===== config.mk =====
export PLATFORM = sky130hd
export DESIGN_NAME = ctrl_pipe_chain_flat
export DESIGN_NICKNAME = d
export VERILOG_FILES = /design/src/rtl/ctrl_pipe_chain_pkg.sv /design/src/rtl/ctrl_pipe_chain_if.sv /design/src/rtl/ctrl_pipe_chain_stage.sv /design/src/rtl/ctrl_pipe_chain.sv /design/src/flat_wrapper.sv
export SDC_FILE = /design/constraint.sdc
export NUM_CORES = 1
export LEC_CHECK = 0
export CAP_MARGIN = 20
export CELL_PAD_IN_SITES_DETAIL_PLACEMENT = 1
export CELL_PAD_IN_SITES_GLOBAL_PLACEMENT = 2
export CORE_ASPECT_RATIO = 1.25
export CORE_UTILIZATION = 33
export CTS_CLUSTER_SIZE = 8
export DETAILED_ROUTE_END_ITERATION = 16
export GPL_ROUTABILITY_DRIVEN = 1
export GPL_TIMING_DRIVEN = 0
export PLACE_DENSITY_LB_ADDON = 0.15
export SYNTH_ARGS = -nofsm -noshare
export SYNTH_HDL_FRONTEND = slang
export SYNTH_SLANG_ARGS = --single-unit
export TNS_END_PERCENT = 1

===== constraint.sdc =====
create_clock -name clk -period 3.4 [get_ports clk]
set_input_delay 0.34 -clock clk [delete_from_list [all_inputs] [get_ports clk]]
set_output_delay 0.34 -clock clk [all_outputs]
set_load 0.01 [all_outputs]

===== src/rtl/ctrl_pipe_chain_pkg.sv =====
// Shared definitions for the control-bundle pipeline: FSM encoding, bubble
// constant and a saturating counter helper.
package ctrl_pipe_chain_pkg;

    typedef enum logic [1:0] {
        ST_RUN    = 2'd0,
        ST_DRAIN  = 2'd1,
        ST_HALTED = 2'd2
    } pipe_state_t;

    // A bubble is valid=0 with an all-zero control bundle.
    localparam logic BUBBLE_VALID = 1'b0;
    localparam logic [15:0] BUBBLE_CNT_MAX = 16'hFFFF;

    function automatic logic [15:0] sat_add16(input logic [15:0] a, input logic [15:0] b);
        logic [16:0] sum;
        sum = {1'b0, a} + {1'b0, b};
        return sum[16] ? BUBBLE_CNT_MAX : sum[15:0];
    endfunction

endpackage


===== src/rtl/ctrl_pipe_chain_if.sv =====
// Decode-side input handshake and retire-side output of the control pipeline.
interface ctrl_pipe_chain_if #(
    parameter int W = 16
);
    logic [W-1:0] in_ctrl;
    logic         in_valid;
    logic         in_ready;
    logic [W-1:0] out_ctrl;
    logic         out_valid;

    modport master (
        output in_ctrl, in_valid,
        input  in_ready, out_ctrl, out_valid
    );

    modport slave (
        input  in_ctrl, in_valid,
        output in_ready, out_ctrl, out_valid
    );
endinterface


===== src/rtl/ctrl_pipe_chain_stage.sv =====
// One pipeline slot: valid + ctrl register, priority reset > flush > hold > load.
module ctrl_pipe_stage
    import ctrl_pipe_chain_pkg::*;
#(
    parameter int W = 16
) (
    input  logic         clk,
    input  logic         reset,
    input  logic         flush,
    input  logic         hold,
    input  logic         load_valid,
    input  logic [W-1:0] load_ctrl,
    output logic         valid,
    output logic [W-1:0] ctrl,
    output logic         valid_next
);

    logic [W-1:0] ctrl_next;

    // ctrl is masked on load so an invalid slot never carries stale bits.
    always_comb begin
        valid_next = valid;
        ctrl_next  = ctrl;
        if (flush) begin
            valid_next = BUBBLE_VALID;
            ctrl_next  = '0;
        end else if (!hold) begin
            valid_next = load_valid;
            ctrl_next  = load_valid ? load_ctrl : '0;
        end
    end

    always_ff @(posedge clk) begin
        if (reset) begin
            valid <= BUBBLE_VALID;
            ctrl  <= '0;
        end else begin
            valid <= valid_next;
            ctrl  <= ctrl_next;
        end
    end

endmodule


===== src/rtl/ctrl_pipe_chain.sv =====
// Control-bundle pipeline with per-stage stall, youngest-stage flush and a
// halt/drain sequencer.
module ctrl_pipe_chain
    import ctrl_pipe_chain_pkg::*;
#(
    parameter int W           = 16,
    parameter int STAGES      = 3,
    parameter int FLUSH_DEPTH = 1
) (
    input  logic                             clk,
    input  logic                             reset,
    ctrl_pipe_chain_if.slave                 bus,
    input  logic [STAGES-1:0]                stall_at,
    input  logic                             flush,
    input  logic                             halt_req,
    input  logic                             resume,
    output logic [STAGES-1:0]                stage_valid,
    output logic [$clog2(STAGES+1)-1:0]      occupancy,
    output logic                             drained,
    output logic [15:0]                      bubble_cnt
);

    // state     | meaning
    // ST_RUN    | accepting bundles from decode
    // ST_DRAIN  | input closed, waiting for every stage to empty
    // ST_HALTED | pipe empty, waiting for resume

    localparam int OCC_W = $clog2(STAGES + 1);

    pipe_state_t       state_q, state_d;
    logic [STAGES-1:0] hold;
    logic [STAGES-1:0] bubble_at;
    logic [STAGES-1:0] flush_at;
    logic [STAGES-1:0] valid_next;
    logic [STAGES-1:0] load_valid;
    logic [W-1:0]      load_ctrl  [STAGES];
    logic [W-1:0]      stage_ctrl [STAGES];
    logic              in_ready;

    assign in_ready = (state_q == ST_RUN) && !hold[0] && !flush;

    for (genvar k = 0; k < STAGES; k++) begin : g_stage
        // A stall anywhere downstream holds this stage too.
        assign hold[k]     = |(stall_at >> k);
        assign flush_at[k] = flush && (k < FLUSH_DEPTH);

        if (k == 0) begin : g_head
            assign bubble_at[k]  = 1'b0;
            assign load_valid[k] = in_ready ? bus.in_valid : BUBBLE_VALID;
            assign load_ctrl[k]  = in_ready ? bus.in_ctrl : '0;
        end else begin : g_body
            assign bubble_at[k]  = hold[k-1] && !hold[k];
            assign load_valid[k] = bubble_at[k] ? BUBBLE_VALID : stage_valid[k-1];
            assign load_ctrl[k]  = bubble_at[k] ? '0 : stage_ctrl[k-1];
        end

        ctrl_pipe_stage #(.W(W)) u_stage (
            .clk        (clk),
            .reset      (reset),
            .flush      (flush_at[k]),
            .hold       (hold[k]),
            .load_valid (load_valid[k]),
            .load_ctrl  (load_ctrl[k]),
            .valid      (stage_valid[k]),
            .ctrl       (stage_ctrl[k]),
            .valid_next (valid_next[k])
        );
    end

    always_comb begin
        state_d = state_q;
        case (state_q)
            ST_RUN:    if (halt_req) state_d = ST_DRAIN;
            ST_DRAIN:  if (valid_next == '0) state_d = ST_HALTED;
            ST_HALTED: if (resume && !halt_req) state_d = ST_RUN;
            default:   state_d = ST_RUN;
        endcase
    end

    // Flush overrides a stall bubble in the youngest stages, so those are not counted.
    always_ff @(posedge clk) begin
        if (reset) begin
            state_q    <= ST_RUN;
            occupancy  <= '0;
            bubble_cnt <= '0;
        end else begin
            state_q    <= state_d;
            occupancy  <= OCC_W'($countones(valid_next));
            bubble_cnt <= sat_add16(bubble_cnt, 16'($countones(bubble_at & ~flush_at)));
        end
    end

    assign bus.in_ready  = in_ready;
    assign bus.out_valid = stage_valid[STAGES-1];
    assign bus.out_ctrl  = stage_ctrl[STAGES-1];
    assign drained       = (state_q == ST_HALTED);

endmodule


===== src/flat_wrapper.sv =====
// flat-port wrapper written by rule: the top's interface ports become plain ports
module ctrl_pipe_chain_flat import ctrl_pipe_chain_pkg::*;
#(
    parameter int W           = 16,
    parameter int STAGES      = 3,
    parameter int FLUSH_DEPTH = 1
)
  (clk, reset, stall_at, flush, halt_req, resume, stage_valid, occupancy, drained, bubble_cnt, bus_in_ctrl, bus_in_valid, bus_in_ready, bus_out_ctrl, bus_out_valid);
  ctrl_pipe_chain_if #(.W(W)) bus_i ();
  input  logic clk;
  input  logic reset;
  input  logic [STAGES-1:0] stall_at;
  input  logic flush;
  input  logic halt_req;
  input  logic resume;
  output logic [STAGES-1:0] stage_valid;
  output logic [$clog2(STAGES+1)-1:0] occupancy;
  output logic drained;
  output logic [15:0] bubble_cnt;
  input wire logic [$bits(bus_i.in_ctrl)-1:0] bus_in_ctrl;
  input wire logic [$bits(bus_i.in_valid)-1:0] bus_in_valid;
  output wire logic [$bits(bus_i.in_ready)-1:0] bus_in_ready;
  output wire logic [$bits(bus_i.out_ctrl)-1:0] bus_out_ctrl;
  output wire logic [$bits(bus_i.out_valid)-1:0] bus_out_valid;
  assign bus_i.in_ctrl = bus_in_ctrl;
  assign bus_i.in_valid = bus_in_valid;
  assign bus_in_ready = bus_i.in_ready;
  assign bus_out_ctrl = bus_i.out_ctrl;
  assign bus_out_valid = bus_i.out_valid;
  ctrl_pipe_chain #(.W(W), .STAGES(STAGES), .FLUSH_DEPTH(FLUSH_DEPTH)) u_core (.clk(clk), .reset(reset), .bus(bus_i), .stall_at(stall_at), .flush(flush), .halt_req(halt_req), .resume(resume), .stage_valid(stage_valid), .occupancy(occupancy), .drained(drained), .bubble_cnt(bubble_cnt));
endmodule

Yosys cells after proc, flatten, opt, wreduce, memory -nomap -nowiden

Cells that the tools add are included.

Add/subtract/negate cells: 5
$mul: 0
Divide/modulo/power cells: 0
Magnitude comparators: 0
Eq/ne operators: 5
Shift-type cells: 0
Mux-type cells: 18
Bitwise operators: 2
Reductions and logical operators: 16

Operators by type and width:

| cell                 | count |
|---|---|
| $mux W16             | 7 |
| $add A16 B16 Y17     | 1 |
| $add A16 B1 Y16      | 1 |
| $mux W1              | 7 |
| $mux W2              | 3 |
| $pmux W2 S3          | 1 |
| $logic_and A1 B1 Y1  | 5 |
| $logic_not A1 Y1     | 5 |
| $add A1 B1 Y2        | 2 |
| $ne A2 B1 Y1 const B | 2 |
| $reduce_or A2 Y1     | 2 |
| $and A3 B3 Y3        | 1 |
| $logic_not A3 Y1     | 1 |
| $not A1 Y3           | 1 |
| $reduce_and A3 Y1    | 1 |
| $reduce_or A3 Y1     | 1 |
| $add A2 B1 Y2        | 1 |
| $eq A2 B1 Y1 const B | 1 |
| $eq A2 B2 Y1 const B | 1 |
| $logic_not A2 Y1     | 1 |
| $ne A2 B2 Y1 const B | 1 |

Register bits after elaboration: 71
Bits in latches: 0
Bits in writable memories: 0
Memory bits (read-only): 0
Input bits: 25
Output and inout bits: 40
Memories kept: 0

Depth between registers and ports, before layout

Depth in word-level cells: 10
Mapped depth: 11
Depth with buffers taken out: 10

By module

From an unflattened synthesis, not the netlist that was laid out.

Cells, all modules: 395
Area total of the unflattened synthesis: 3,535.9 um^2

By module, submodules not included:

| module          | instances | cells an instance | area each (um^2) |
|---|---|---|---|
| ctrl_pipe_stage | 3         | 76                | 718.2 |
| ctrl_pipe_chain | 1         | 167               | 1,381.3 |

Worst setup path before layout

No wires, ideal clock.

Path type: in2reg
From: in stall_at[2]
To: reg u_core.bubble_cnt[4]
Setup time: 71 ps
Arrival: 2,377 ps
Data required time: 3,329 ps
Setup slack: 952 ps
Cell stages on the path: 11
Path through: buf_2 -> nor2b_1 -> ha_1 -> ha_1 -> inv_1 -> fa_1 -> nand3b_1 -> nor4_4 -> nand2b_2 -> buf_6 -> a21oi_1

Cells in the longest elaborated chain, start to end: 8
Elaborated cells on any way between the ends: 11
Classes of those cells: add/sub (3); mux (1); bitwise (1); reduce/logical (6)

RTL lines:

| element                                   | RTL line                  | text |
|---|---|---|
| start, declared                           | flat_wrapper.sv:12        | `input logic [STAGES-1:0] stall_at;` |
| $reduce_or A2 Y1                          | ctrl_pipe_chain.sv:44     | `assign hold[k] = \|(stall_at >> k);` |
| $logic_not A1 Y1                          | ctrl_pipe_chain.sv:52     | `assign bubble_at[k] = hold[k-1] && !hold[k];` |
| $logic_and A1 B1 Y1                       | ctrl_pipe_chain.sv:52     |  |
| $and A3 B3 Y3 (*)                         | ctrl_pipe_chain.sv:89     | `bubble_cnt <= sat_add16(bubble_cnt, 16'($countones(bubble_at & ~flush_at)));` |
| $add A1 B1 Y2 (implied by the code)       | ctrl_pipe_chain.sv:89     |  |
| $add A16 B1 Y16 (implied by the code) (*) | ctrl_pipe_chain.sv:89     |  |
| $add A16 B16 Y17 (*)                      | ctrl_pipe_chain_pkg.sv:17 | `sum = {1'b0, a} + {1'b0, b};` |
| $mux W16 (*)                              | ctrl_pipe_chain_pkg.sv:18 | `return sum[16] ? BUBBLE_CNT_MAX : sum[15:0];` |
| end signal, assigned                      | ctrl_pipe_chain.sv:89     |  |
| end, declared                             | ctrl_pipe_chain.sv:20     | `output logic [15:0] bubble_cnt` |

Every way passes the cells marked *; elsewhere a longest branch is shown, timed or not.
A chain may end at the register's enable or synchronous reset.

Worst setup path in the final report

From: in stall_at[2]
To: reg u_core.bubble_cnt[10]

Same word-level chain as after synthesis.

==> impl_metrics.json <==
{
  "die_area_sq_mm": 0.00905,
  "cts_buffers": 9,
  "ant_nets": 0,
  "post_cts_buffers": 0,
  "fin_ws_ns": 0.371,
  "cts_buffer_depth": 2,
  "final_nets": 398,
  "syn_area_sq_mm": 0.00286,
  "cp_data_arrival_time_ns": 3.30,
  "grt_pass1_wl_um": 12400,
  "std_cell_rows": 37,
  "clockRootBuffer": "clkbuf_8",
  "port_buffers": 64,
  "worstHoldPathType": "reg -> reg",
  "period_share_pct": 89.1,
  "dp_slack_ns": 0.0194,
  "worstPathRequired_ns": 3.67,
  "fin_crit_ns": 3.03,
  "area_growth_pct": 34.4,
  "overflow": 0,
  "yosysUniqueCellTypes": 41,
  "finalSetupTns_ns": 0,
  "synth_warnings": 0,
  "final_common_cell": "dfxtp_1",
  "cts_tree": "yes",
  "start_util_pct": 34.4,
  "p_leak_nw": 1.32,
  "outcome": "finished, final reports clean",
  "final_hold_viol_count": 0,
  "grt_pass1_vias": 2464,
  "crit_top_cell": "ha_1",
  "cts.sinks": 71,
  "yosysSeqAreaShare_pct": 49.7,
  "cts.reportedPaths.clkPinSlew_ns": 0.08,
  "final_cell_mix": "dfxtp_1 (71), clkdlybuf4s50_1 (64), nor2_1 (44)",
  "htree_levels": 3,
  "die_w_um": 85.3,
  "dp_hpwl_um": 5150,
  "drt-initial-drc-count": 49,
  "cp_slowest_cell": "clkdlybuf4s50_1",
  "viasPerCell": 5.10,
  "setup_viol": 0,
  "die_h_um": 106,
  "core_sq_mm": 0.00833,
  "power_density_mw_per_mm2": 445,
  "cts_hold_buf": 0,
  "cts.repair.resized": 0,
  "wire_per_inst_um": 15.8,
  "ys_ff_latch": 71,
  "ioPinCount": 65,
  "grt_use_total_pct": 17.8,
  "endpoint_kind": "flip-flop",
  "drv_slew": 0,
  "skew_ns": 0.00938,
  "start_kind": "primary input",
  "cap_violations": 0,
  "clkLatencyLatePin_ns": 0.33,
  "dpl_cell_area_sq_mm": 0.00362,
  "antenna_found_initial": 0,
  "instances_no_fill": 470,
  "crit_path_cell_trace": "clkdlybuf4s50_1, buf_2, nor2b_1, ha_1, ha_1, inv_1, fa_1, nand3b_1, nor4_4, nand2b_2, buf_6, a21oi_1",
  "drive_above_1_share_pct": 15.0,
  "syn_nets": 323,
  "drc_errors": 0,
  "gp_congestion": 0.741,
  "drtPass1Iterations": 4,
  "syn_inst": 293,
  "criticalPathCategory": "in -> reg",
  "worst_slew_pin_slew_ns": 0.634,
  "vias": 2395,
  "slew_headroom_pct": 57.7,
  "worst-path-max-fanout": 10,
  "slowest_delay_ns": 0.51,
  "grt_max_degree": 12,
  "design_area_sq_mm": 0.00385,
  "diodes": 0,
  "peakVddDrop_v": 0.000205,
  "dp.cells": 454,
  "rsz0062_at_grt": "false",
  "avgSynthCellArea_sq_um": 9.77,
  "fmax_mhz": 330,
  "wirelength_um": 7430
}
[power breakdown]
group,total (W),switching (W),leakage [nW],internal [W]
logic,0.000107,0.0000566,0.636,0.0000507
registers,0.000844,0.00000690,0.572,0.000838
clock network,0.000762,0.000308,0.114,0.000453
[Yosys cell counts]
cell type | count | area, sq um
clkbuf_1 | 9 | 33.8
a22oi_1 | 38 | 285
and4b_1 | 1 | 10.0
and3b_1 | 1 | 8.76
nand3_1 | 3 | 15.0
buf_6 | 3 | 33.8
nand2b_2 | 1 | 8.76
nor3_4 | 1 | 16.3
nand2_1 | 7 | 26.3
or2_0 | 1 | 6.26
nor2_4 | 1 | 11.3
nor3_1 | 6 | 30.0
nor2_1 | 44 | 165
nor2_2 | 10 | 62.6
nor2b_1 | 7 | 43.8
nor4_2 | 2 | 25.0
or3_1 | 1 | 6.26
inv_1 | 8 | 30.0
buf_1 | 1 | 3.75
and2_1 | 2 | 12.5
dfxtp_1 | 71 | 1420
buf_4 | 4 | 30.0
nor4_1 | 4 | 25.0
a21o_1 | 1 | 7.51
ha_1 | 3 | 37.5
nand3_2 | 1 | 10.0
nand3b_1 | 2 | 15.0
o2bb2ai_1 | 1 | 8.76
buf_2 | 6 | 30.0
and3_1 | 1 | 6.26
fa_1 | 2 | 40.0
xnor2_1 | 9 | 78.8
nand4_1 | 2 | 12.5
o21ai_0 | 2 | 10.0
nor3b_1 | 2 | 15.0
a22oi_2 | 10 | 125
or2_2 | 2 | 12.5
nor4_4 | 1 | 21.3
xor2_1 | 2 | 17.5
or3b_1 | 1 | 8.76
a21oi_1 | 19 | 95.1
[worst paths after layout]
kind	start	endpoint	slack (ns)	cells after the start
setup / recovery	stall_at[2]	u_core.bubble_cnt[10]	0.37	12
hold / removal	u_core.g_stage[1].u_stage.ctrl[15]	u_core.g_stage[2].u_stage.ctrl[15]	0.51	2
setup reg to reg	u_core.bubble_cnt[0]	u_core.bubble_cnt[10]	1.13	8
hold reg to reg	u_core.g_stage[1].u_stage.ctrl[15]	u_core.g_stage[2].u_stage.ctrl[15]	0.51	2
[worst max-delay path, delay by kind of cell]
family          cells  cell delay, ns
compound gates      1            0.12
buf+inv             4            1.01
fa+ha+maj           3            0.86
simple gates        4            0.98
[cell type report]
| type | instances | area, sq um |
|---|---|---|
| fillers | 954 | 4480 |
| flip-flops and latches | 71 | 1420 |
| multi-input cells | 191 | 1280 |
| repair buffers | 64 | 641 |
| clock buffers | 13 | 159 |
| plain buffers | 23 | 131 |
| well taps | 97 | 121 |
| clock inverters | 3 | 65.1 |
| inverters | 8 | 30.0 |
[state kept, by name (all words and copies together), names as in the netlist]
| name | flops |
|---|---|
| u_core.occupancy | 2 |
| u_core.bubble_cnt | 16 |
| u_core.g_stage.u_stage.ctrl | 48 |
| u_core.state_q | 2 |
| u_core.g_stage.u_stage.valid | 3 |
[logic make-up after synthesis]
family	count (synthesis)	share of synthesized area, %
compound gates	71	18.6
xor+xnor	11	3.37
fa+ha+maj	5	2.71
buf+inv	31	5.64
flops	71	49.7
simple gates	104	20.1
[through the flow]
stage / total power, W / utilization [%] / hold WS, ns
after floorplan: 0.000912 / - / 0.463
after global placement: 0.000970 / 43.5 / 0.474
after detailed placement: 0.000972 / 43.5 / 0.493
after CTS: 0.00174 / 46.2 / 0.516
after global routing: 0.00179 / 46.2 / 0.531
final: 0.00171 / 46.2 / 0.511
[routing by layer]
metal	routed length, um	up-vias	GRT usage (%)
met5	0	-	0
met4	90	0	6.07
met3	237	6	3.57
met2	3670	44	30.1
met1	3430	1179	22.5
li1	-	1166	-
(Power assumes the default switching activity.)
